## config.mk

```make
export PLATFORM = sky130hd
export DESIGN_NAME = key_event
export DESIGN_NICKNAME = d
export VERILOG_FILES = /design/src/rtl/key_pkg.sv /design/src/rtl/key_edge.sv /design/src/rtl/key_event.sv
export SDC_FILE = /design/constraint.sdc
export NUM_CORES = 1
export LEC_CHECK = 0
export BUFFER_PORTS_ARGS = -buffer_cell sky130_fd_sc_hd__buf_4
export CAP_MARGIN = 0
export CORE_ASPECT_RATIO = 2
export CORE_UTILIZATION = 65
export CTS_CLUSTER_SIZE = 40
export DETAILED_ROUTE_END_ITERATION = 8
export GPL_TIMING_DRIVEN = 1
export PLACE_DENSITY_LB_ADDON = 0.1
export SLEW_MARGIN = 20
export SYNTH_ARGS = -nofsm -noshare
export SYNTH_HDL_FRONTEND = slang
export SYNTH_SLANG_ARGS = --single-unit
```

## constraint.sdc

```tcl
create_clock -name clk -period 4.6 [get_ports clk]
set_clock_uncertainty 0.1 [all_clocks]
set_input_delay 0.23 -clock clk [delete_from_list [all_inputs] [get_ports clk]]
set_output_delay 0.23 -clock clk [all_outputs]
set_load 0.1 [all_outputs]
```

## src/rtl/key_pkg.sv

```systemverilog
// Shared key-handling definitions: one-hot gesture states, 100 MHz timing defaults
// and the debounce interval used by the upstream debouncer.
package key_pkg;

   typedef enum logic [4:0] {
      KS_IDLE   = 5'b00001,
      KS_PRESS1 = 5'b00010,
      KS_WAIT2  = 5'b00100,
      KS_PRESS2 = 5'b01000,
      KS_LONG   = 5'b10000
   } key_state_e;

   localparam int KEY_LONG_CYC_DEF    = 100_000_000;
   localparam int KEY_DBL_GAP_CYC_DEF = 30_000_000;
   localparam int KEY_REPEAT_CYC_DEF  = 20_000_000;
   localparam int KEY_DEBOUNCE_CYC    = 2_000_000;

   function automatic int key_max3(input int a, input int b, input int c);
      int m;
      m = (a > b) ? a : b;
      return (m > c) ? m : c;
   endfunction

endpackage

```

## src/rtl/key_edge.sv

```systemverilog
// Edge detector on the debounced key level: combinational rise/fall strobes for the
// gesture FSM and registered one-cycle press/release pulses.
module key_edge (
   input  logic clk,
   input  logic rst,
   input  logic key_level_i,
   output logic rise_o,
   output logic fall_o,
   output logic press_pulse_o,
   output logic release_pulse_o
);

   logic key_prev_q;
   logic press_q;
   logic release_q;

   assign rise_o = key_level_i & ~key_prev_q;
   assign fall_o = ~key_level_i & key_prev_q;

   // Resetting the history to 1 suppresses a phantom press for a key held through reset.
   always_ff @(posedge clk) begin
      if (rst) begin
         key_prev_q <= 1'b1;
         press_q    <= 1'b0;
         release_q  <= 1'b0;
      end else begin
         key_prev_q <= key_level_i;
         press_q    <= rise_o;
         release_q  <= fall_o;
      end
   end

   assign press_pulse_o   = press_q;
   assign release_pulse_o = release_q;

endmodule

```

## src/rtl/key_event.sv

```systemverilog
// Gesture decoder (click / double click / long press) on a debounced key level.
// Define KEY_EVENT_REPEAT_EN to enable auto-repeat pulses while a long press is held.
module key_event
   import key_pkg::*;
#(
   parameter int LONG_CYC    = KEY_LONG_CYC_DEF,
   parameter int DBL_GAP_CYC = KEY_DBL_GAP_CYC_DEF,
   parameter int REPEAT_CYC  = KEY_REPEAT_CYC_DEF
) (
   input  logic clk,
   input  logic rst,
   input  logic key_level,
   output logic press_pulse,
   output logic release_pulse,
   output logic click,
   output logic dbl_click,
   output logic long_press,
   output logic repeat_pulse,
   output logic busy
);

   localparam int CNT_W = $clog2(key_max3(LONG_CYC, DBL_GAP_CYC, REPEAT_CYC));
   localparam logic [CNT_W-1:0] LONG_LAST = CNT_W'(LONG_CYC - 1);
   localparam logic [CNT_W-1:0] GAP_LAST  = CNT_W'(DBL_GAP_CYC - 1);
   localparam logic [CNT_W-1:0] CNT_MAX   = {CNT_W{1'b1}};

   generate
      if (LONG_CYC < 2 || DBL_GAP_CYC < 2 || REPEAT_CYC < 2) begin : g_param_check
         $error("key_event: LONG_CYC, DBL_GAP_CYC and REPEAT_CYC must all be >= 2");
      end
   endgenerate

   logic rise, fall;

   key_edge u_edge (
      .clk             (clk),
      .rst             (rst),
      .key_level_i     (key_level),
      .rise_o          (rise),
      .fall_o          (fall),
      .press_pulse_o   (press_pulse),
      .release_pulse_o (release_pulse)
   );

   key_state_e       state_q, state_d;
   logic [CNT_W-1:0] cnt_q, cnt_d;
   logic             click_q, click_d;
   logic             dbl_q, dbl_d;
   logic             long_q, long_d;
   logic             restart;
`ifdef KEY_EVENT_REPEAT_EN
   localparam logic [CNT_W-1:0] REP_LAST = CNT_W'(REPEAT_CYC - 1);
   logic rep_q, rep_d;
`endif

   // Edge conditions are tested before the counter thresholds so release/rise win ties.
   always_comb begin
      state_d = state_q;
      click_d = 1'b0;
      dbl_d   = 1'b0;
      long_d  = 1'b0;
      restart = 1'b0;
`ifdef KEY_EVENT_REPEAT_EN
      rep_d   = 1'b0;
`endif
      unique case (state_q)
         KS_IDLE: begin
            if (rise) state_d = KS_PRESS1;
         end
         KS_PRESS1: begin
            if (fall) begin
               state_d = KS_WAIT2;
            end else if (key_level && cnt_q == LONG_LAST) begin
               long_d  = 1'b1;
               state_d = KS_LONG;
            end
         end
         KS_WAIT2: begin
            if (rise) begin
               state_d = KS_PRESS2;
            end else if (cnt_q == GAP_LAST) begin
               click_d = 1'b1;
               state_d = KS_IDLE;
            end
         end
         KS_PRESS2: begin
            if (fall) begin
               dbl_d   = 1'b1;
               state_d = KS_IDLE;
            end else if (key_level && cnt_q == LONG_LAST) begin
               long_d  = 1'b1;
               state_d = KS_LONG;
            end
         end
         KS_LONG: begin
            if (fall) begin
               state_d = KS_IDLE;
`ifdef KEY_EVENT_REPEAT_EN
            end else if (key_level && cnt_q == REP_LAST) begin
               rep_d   = 1'b1;
               restart = 1'b1;
`endif
            end
         end
         default: state_d = KS_IDLE;
      endcase

      if (state_d != state_q || restart) begin
         cnt_d = '0;
      end else if (cnt_q != CNT_MAX) begin
         cnt_d = cnt_q + CNT_W'(1);
      end else begin
         cnt_d = cnt_q;
      end
   end

   always_ff @(posedge clk) begin
      if (rst) begin
         state_q <= KS_IDLE;
         cnt_q   <= '0;
         click_q <= 1'b0;
         dbl_q   <= 1'b0;
         long_q  <= 1'b0;
      end else begin
         state_q <= state_d;
         cnt_q   <= cnt_d;
         click_q <= click_d;
         dbl_q   <= dbl_d;
         long_q  <= long_d;
      end
   end

`ifdef KEY_EVENT_REPEAT_EN
   always_ff @(posedge clk) begin
      if (rst) rep_q <= 1'b0;
      else     rep_q <= rep_d;
   end
   assign repeat_pulse = rep_q;
`else
   assign repeat_pulse = 1'b0;
`endif

   assign click      = click_q;
   assign dbl_click  = dbl_q;
   assign long_press = long_q;
   assign busy       = (state_q != KS_IDLE);

endmodule

```

==> flow_metrics.py, run 1 <==
metrics = {
    "cells_and_area": {
        "multi_input_area_mm2": 0.00122,
        "area_delta_synth_final_pct": 8.20,
        "final_common_cell": "dfxtp_1",
        "final_cell_mix": "38 x dfxtp_1, 35 x nor3_1, 19 x xnor2_1",
        "fin_nets": 247,
        "antenna_cells": 0,
        "seq_area_um2": 761,
        "fillCellCount": 241,
        "drive_gt1_frac": 0.123,
    },
    "timing": {
        "period_share": 0.603,
        "rsz0062_at_grt": "false",
        "max_slew.worst_pin.slew_ns": 1.01,
        "hold_violations": 0,
        "maxSlewHeadroom": 0.310,
        "final.setup.tns_ns": 0,
        "min_period_ns": 2.77,
        "setup-violations-final": 0,
        "slew_viol_final": 0,
        "postLayoutSetupSlackWorst_ns": 1.83,
        "fmax_ghz": 0.361,
    },
    "setup_path": {
        "cp-end-kind": "flop",
        "cp-start-kind": "flop",
        "startpoint": "cnt_q[22]",
        "arrival_ns": 2.83,
        "cp_slowest_stage_delay_ns": 0.59,
        "worstSetupPathType": "flop to flop",
        "worst-path-buf-inv": 0,
        "cp_max_fo": 27,
        "regToRegStartpoint": "cnt_q[22]",
        "cp_top_family": "simple AND/OR/NAND/NOR gates",
        "crit_path_cell_trace": "nand3_1, or4b_4, nor4_4, a41o_2, xor2_4, nor3_1",
        "crit_path_top_delay_cell": "xor2_4",
        "crit_required_ns": 4.65,
    },
    "synth": {
        "avgSynthCellArea_um2": 8.61,
        "ys_types": 51,
        "ys_warn_count": 0,
        "synth_seq_cells": 38,
        "synth_top_cell_by_area": "dfxtp_1",
        "synth.top_cell.area_share": 0.366,
        "synth_area_mm2": 0.00208,
        "synth_fp_nets": 245,
        "synth_cells": 241,
        "ys_seq_area_frac": 0.366,
        "synth_area_leaders": "dfxtp_1 37%, nor3_1 8.4%, xnor2_1 8.0%, xor2_1 3.4%, nand3_1 2.9%",
    },
    "place": {
        "port_buffers": 8,
        "place_ws_ns": 1.80,
        "gp_congestion": 0.949,
        "hpwlAfterDp_mm": 3.59,
    },
    "global_route": {
        "grt_max_degree": 28,
        "first_global_vias": 1845,
        "track_usage": 0.317,
        "grt_overflow": 0,
        "grt_pass1_wl_mm": 8.16,
        "antenna_found_initial": 0,
    },
    "route": {
        "firstDrtPassIters": 4,
        "viasPerCell": 6.76,
        "wire_per_inst_um": 18.3,
        "drtAntennaViolNets": 0,
        "drt_iter0_drc": 55,
        "num_vias": 1852,
        "wl_mm": 5.03,
        "drc": 0,
    },
    "power_and_ir_drop": {
        "power.leakage_nw": 0.757,
        "irDropWorstVdd_uv": 332,
        "cellPowerDensity_mw_per_mm2": 327,
    },
    "job": {
        "max-cap-violations": 0,
    },
    "clock_tree": {
        "htree_num_levels": 2,
        "cts_made_buffers": 5,
        "cts.sink_count": 38,
        "clkTransAtPathRegs_ns": 0.08,
        "cts_root_buf": "clkbuf_8",
        "cts_resized": 0,
        "cts.hold.buffers_added": 0,
        "cts_tree": "built",
        "worstSkewPairLatency_ns": 0.30,
        "cts_buffer_depth": 2,
        "cts_setup_buffers": 0,
    },
    "worst_hold_path": {
        "hold_path.class": "input port to flop",
        "holdCritStartpoint": "rst",
    },
    "floorplan": {
        "die_width_um": 42.0,
        "initial_core_util": 0.689,
        "rows": 28,
        "die_y_um": 81.9,
        "core_area_mm2": 0.00301,
        "ioPinCount": 10,
        "die_area_mm2": 0.00344,
    },
    "run_status": {
        "status": "finished, final reports clean",
    },
}
## registers in the layout, summed over array words and instances, names as in the netlist
name / flops
click: 1
cnt_q: 27
dbl_click: 1
long_press: 1
state_q: 5
u_edge.key_prev_q: 1
u_edge.press_pulse_o: 1
u_edge.release_pulse_o: 1
## power breakdown
| group | internal [mW] | switching [mW] |
|---|---|---|
| registers | 0.333 | 0.00495 |
| clock network | 0.231 | 0.120 |
| logic | 0.0115 | 0.0332 |
| total | 0.576 | 0.158 |
## cell type report
class                           count  area share
Clock buffer                        6      0.0368
Clock inverter                      2      0.0267
Inverter                            5     0.00836
Multi-Input combinational cell    184       0.543
Sequential cell                    38       0.339
Tap cell                           30      0.0167
Timing Repair Buffer                9      0.0301
## logic make-up (layout without fill, tap and decap cells)
family | after synthesis | in the layout | synth area share
simple gates | 135 | 135 | 0.381
xor+xnor | 28 | 28 | 0.127
compound gates | 17 | 17 | 0.0615
mux | 2 | 2 | 0.00964
buf+inv | 19 | 22 | 0.0464
flops | 38 | 38 | 0.366
fa+ha+maj | 1 | 1 | 0.00603
other cells | 1 | 1 | 0.00181
## cell usage after synthesis (all sizes together)
master and number:
nor2b 2, a2111oi 1, o22ai 1, nand3b 4, nand3 13, and2 2
nand2b 2, buf 6, nor3b 2, a22oi 1, and3 7, o41ai 1
dfxtp 38, o31a 1, nand2 16, clkbuf 8, and4 4, or4b 1
a31o 2, ha 1, or4 4, a21oi 3, o21ai 1, nand4 7
a211oi 1, nor4 6, conb 1, xnor2 19, xor2 9, o31ai 1
nor4bb 2, a31oi 1, inv 5, mux2i 2, or3 3, nor3 37
or2 2, o211ai 1, nor2 16, a41o 1, nand4b 1, nor4b 4
o32a 1
## layer usage
| layer | global-route usage | vias to the layer above | part of all wire |
|---|---|---|---|
| met1 | 0.274 | 863 | 0.32 |
| met4 | 0.255 | 0 | 0.056 |
| li1 | - | 876 | - |
| met5 | 0 | - | 0 |
| met3 | 0.0593 | 32 | 0.045 |
| met2 | 0.609 | 81 | 0.58 |
## worst paths after layout
path         slack (ns)  cells after the start         end
min reg2reg        0.47                      2    cnt_q[6]
max                1.83                      6   cnt_q[12]
min                0.08                      2  state_q[3]
max reg2reg        1.83                      6   cnt_q[12]
## through the flow
step                 util  power [mW]  cells  cell area, um^2  hold slack (ns)
finish              0.745       0.734    274             2250           0.0840
global route        0.745       0.749    274             2250           0.0927
CTS                 0.745       0.734    274             2250           0.0784
detailed placement  0.698       0.390    266             2100            0.390
global placement    0.698       0.388    266             2100            0.384
floorplan               -       0.384    241             2080            0.237
## worst reg2reg max path, delay by kind of cell, from the launching register on
kind             cells  cell delay (ns)
flip-flops           1             0.41
AND/OR/NAND/NOR      4             1.21
AO/OA/AOI/OAI        1             0.31
XOR/XNOR             1             0.59
(Power assumes the default switching activity.)
==> run 2, diff against run 1 <==
- CORE_UTILIZATION: 65 -> 54
- clock period: 4.6 -> 2.42 ns (I/O delays scaled with it)
==> flow_metrics.py, run 2 (synthesis gave the netlist of run 1 again) <==
metrics = {
    "floorplan": {
        "initial_core_util": 0.569,
        "core_area_mm2": 0.00365,
        "rows": 31,
        "die_area_mm2": 0.00411,
        "die_width_um": 45.8,
        "die_y_um": 89.7,
        "ioPinCount": 10,
    },
    "cells_and_area": {
        "drive_gt1_frac": 0.228,
        "area_delta_synth_final_pct": 21.8,
        "largest_reg_flops": 27,
        "final_common_cell": "dfxtp_1",
        "largestRegisters": "cnt_q x27, state_q x5",
        "largest_register": "cnt_q",
        "antenna_cells": 0,
        "finalInstanceArea_mm2": 0.00253,
        "final_cell_mix": "34 x dfxtp_1, 33 x nor3_1, 31 x buf_4",
        "fin_nets": 276,
        "fillCellCount": 327,
    },
    "power_and_ir_drop": {
        "irDropWorstVdd_uv": 428,
        "power.leakage_nw": 0.902,
        "cellPowerDensity_mw_per_mm2": 462,
    },
    "route": {
        "wl_mm": 5.84,
        "viasPerCell": 6.24,
        "drtAntennaViolNets": 0,
        "drt_iter0_drc": 66,
        "wire_per_inst_um": 18.2,
        "drc": 0,
        "num_vias": 2004,
        "firstDrtPassIters": 4,
    },
    "clock_tree": {
        "cts_tree": "built",
        "cts_buffer_depth": 2,
        "cts_root_buf": "clkbuf_8",
        "htree_num_levels": 2,
        "cts_made_buffers": 5,
        "cts.sink_count": 38,
        "worstSkewPairLatency_ns": 0.28,
        "clkTransAtPathRegs_ns": 0.07,
    },
    "run_status": {
        "status": "finished, final reports clean",
    },
    "setup_path": {
        "cp_slowest_stage_delay_ns": 0.54,
        "worst-path-buf-inv": 3,
        "cp_max_fo": 7,
        "cp-start-kind": "input port",
        "arrival_ns": 2.42,
        "cp-end-kind": "flop",
        "crit_path_top_delay_cell": "or4_4",
        "crit_required_ns": 2.49,
        "worstSetupPathType": "input port to flop",
        "crit_path_cell_trace": "dlygate4sd3_1, buf_4, nand3b_1, or4_1, or4_4, a31o_4, nand3_4, clkbuf_16, nor3_1",
        "cp_top_family": "simple AND/OR/NAND/NOR gates",
    },
    "place": {
        "gp_congestion": 0.917,
        "place_area_mm2": 0.00232,
        "port_buffers": 8,
        "hpwlAfterDp_mm": 4.02,
    },
    "job": {
        "max-cap-violations": 0,
    },
    "timing": {
        "slew_viol_final": 0,
        "fmax_ghz": 0.426,
        "min_period_ns": 2.35,
        "hold_ws_ns": 0.461,
        "final.setup.tns_ns": 0,
        "maxSlewHeadroom": 0.661,
        "period_share": 0.969,
        "hold_violations": 0,
        "setup-violations-final": 0,
        "max_slew.worst_pin.slew_ns": 0.495,
    },
    "global_route": {
        "first_global_vias": 1944,
        "antenna_found_initial": 0,
        "grt_pass1_wl_mm": 8.62,
        "grt_overflow": 0,
        "grt_max_degree": 28,
        "track_usage": 0.292,
    },
    "worst_hold_path": {
        "hold_path.class": "flop to flop",
    },
}
run 2: cell types whose count changed in the layout (fill, tap and decap cells not counted), sizes merged:
cell         before  now
dlygate4sd3       0    2
bufinv            2    0
buf               9   34
clkbuf            6    9
run 2: metrics by stage:
| step | utilization | std cells | setup slack (ns) | power (mW) |
|---|---|---|---|---|
| after detailed placement | 0.638 | 308 | 0.0571 | 0.757 |
| after floorplan | - | 241 | 0.00655 | 0.729 |
| after global placement | 0.638 | 308 | 0.0901 | 0.756 |
| final | 0.693 | 321 | 0.0742 | 1.17 |
| after global routing | 0.693 | 321 | -0.0469 | 1.21 |
| after CTS | 0.664 | 317 | 0.0443 | 1.16 |
run 2: timing repair:
action	4_1_cts	5_1_grt
hold endpoints to repair	7	0
hold buffers	2	0
setup buffers	0	1
setup endpoints to repair	0	27
resized for setup	0	10
run 2: tightest hold or removal path: cells and delay by family, from the launching register on:
kind	cells	cell delay (ns)
DFF	1	0.34
and+or+nand+nor	1	0.06
muxes	1	0.13
run 2: layout make-up:
class,count,area [um^2],area share
Tap cell,49,61.3,0.0243
Multi-Input combinational cell,184,1250,0.495
Sequential cell,38,766,0.303
Clock buffer,7,76.3,0.0302
Timing Repair Buffer,38,354,0.140
Inverter,5,18.8,0.00743
run 2: path summary, 6_finish.rpt:
path,from,endpoint,slack [ns],cells after the start
max,key_level,cnt_q[22],0.07,9
min,cnt_q[24],cnt_q[24],0.46,2
max reg2reg,cnt_q[20],cnt_q[22],0.08,7
min reg2reg,cnt_q[24],cnt_q[24],0.46,2
run 2: per-layer routing:
metal	up-vias	GRT usage	routed length [um]
met2	81	0.565	3230
met1	943	0.252	2040
met3	35	0.0420	187
li1	945	-	-
met4	0	0.201	376
met5	-	0	0
run 2: report_power, final:
group          total [mW]  internal, mW  switching [mW]
clock               0.402         0.198           0.204
sequential          0.641         0.633         0.00784
combinational       0.124        0.0476          0.0762
total                1.17         0.879           0.288
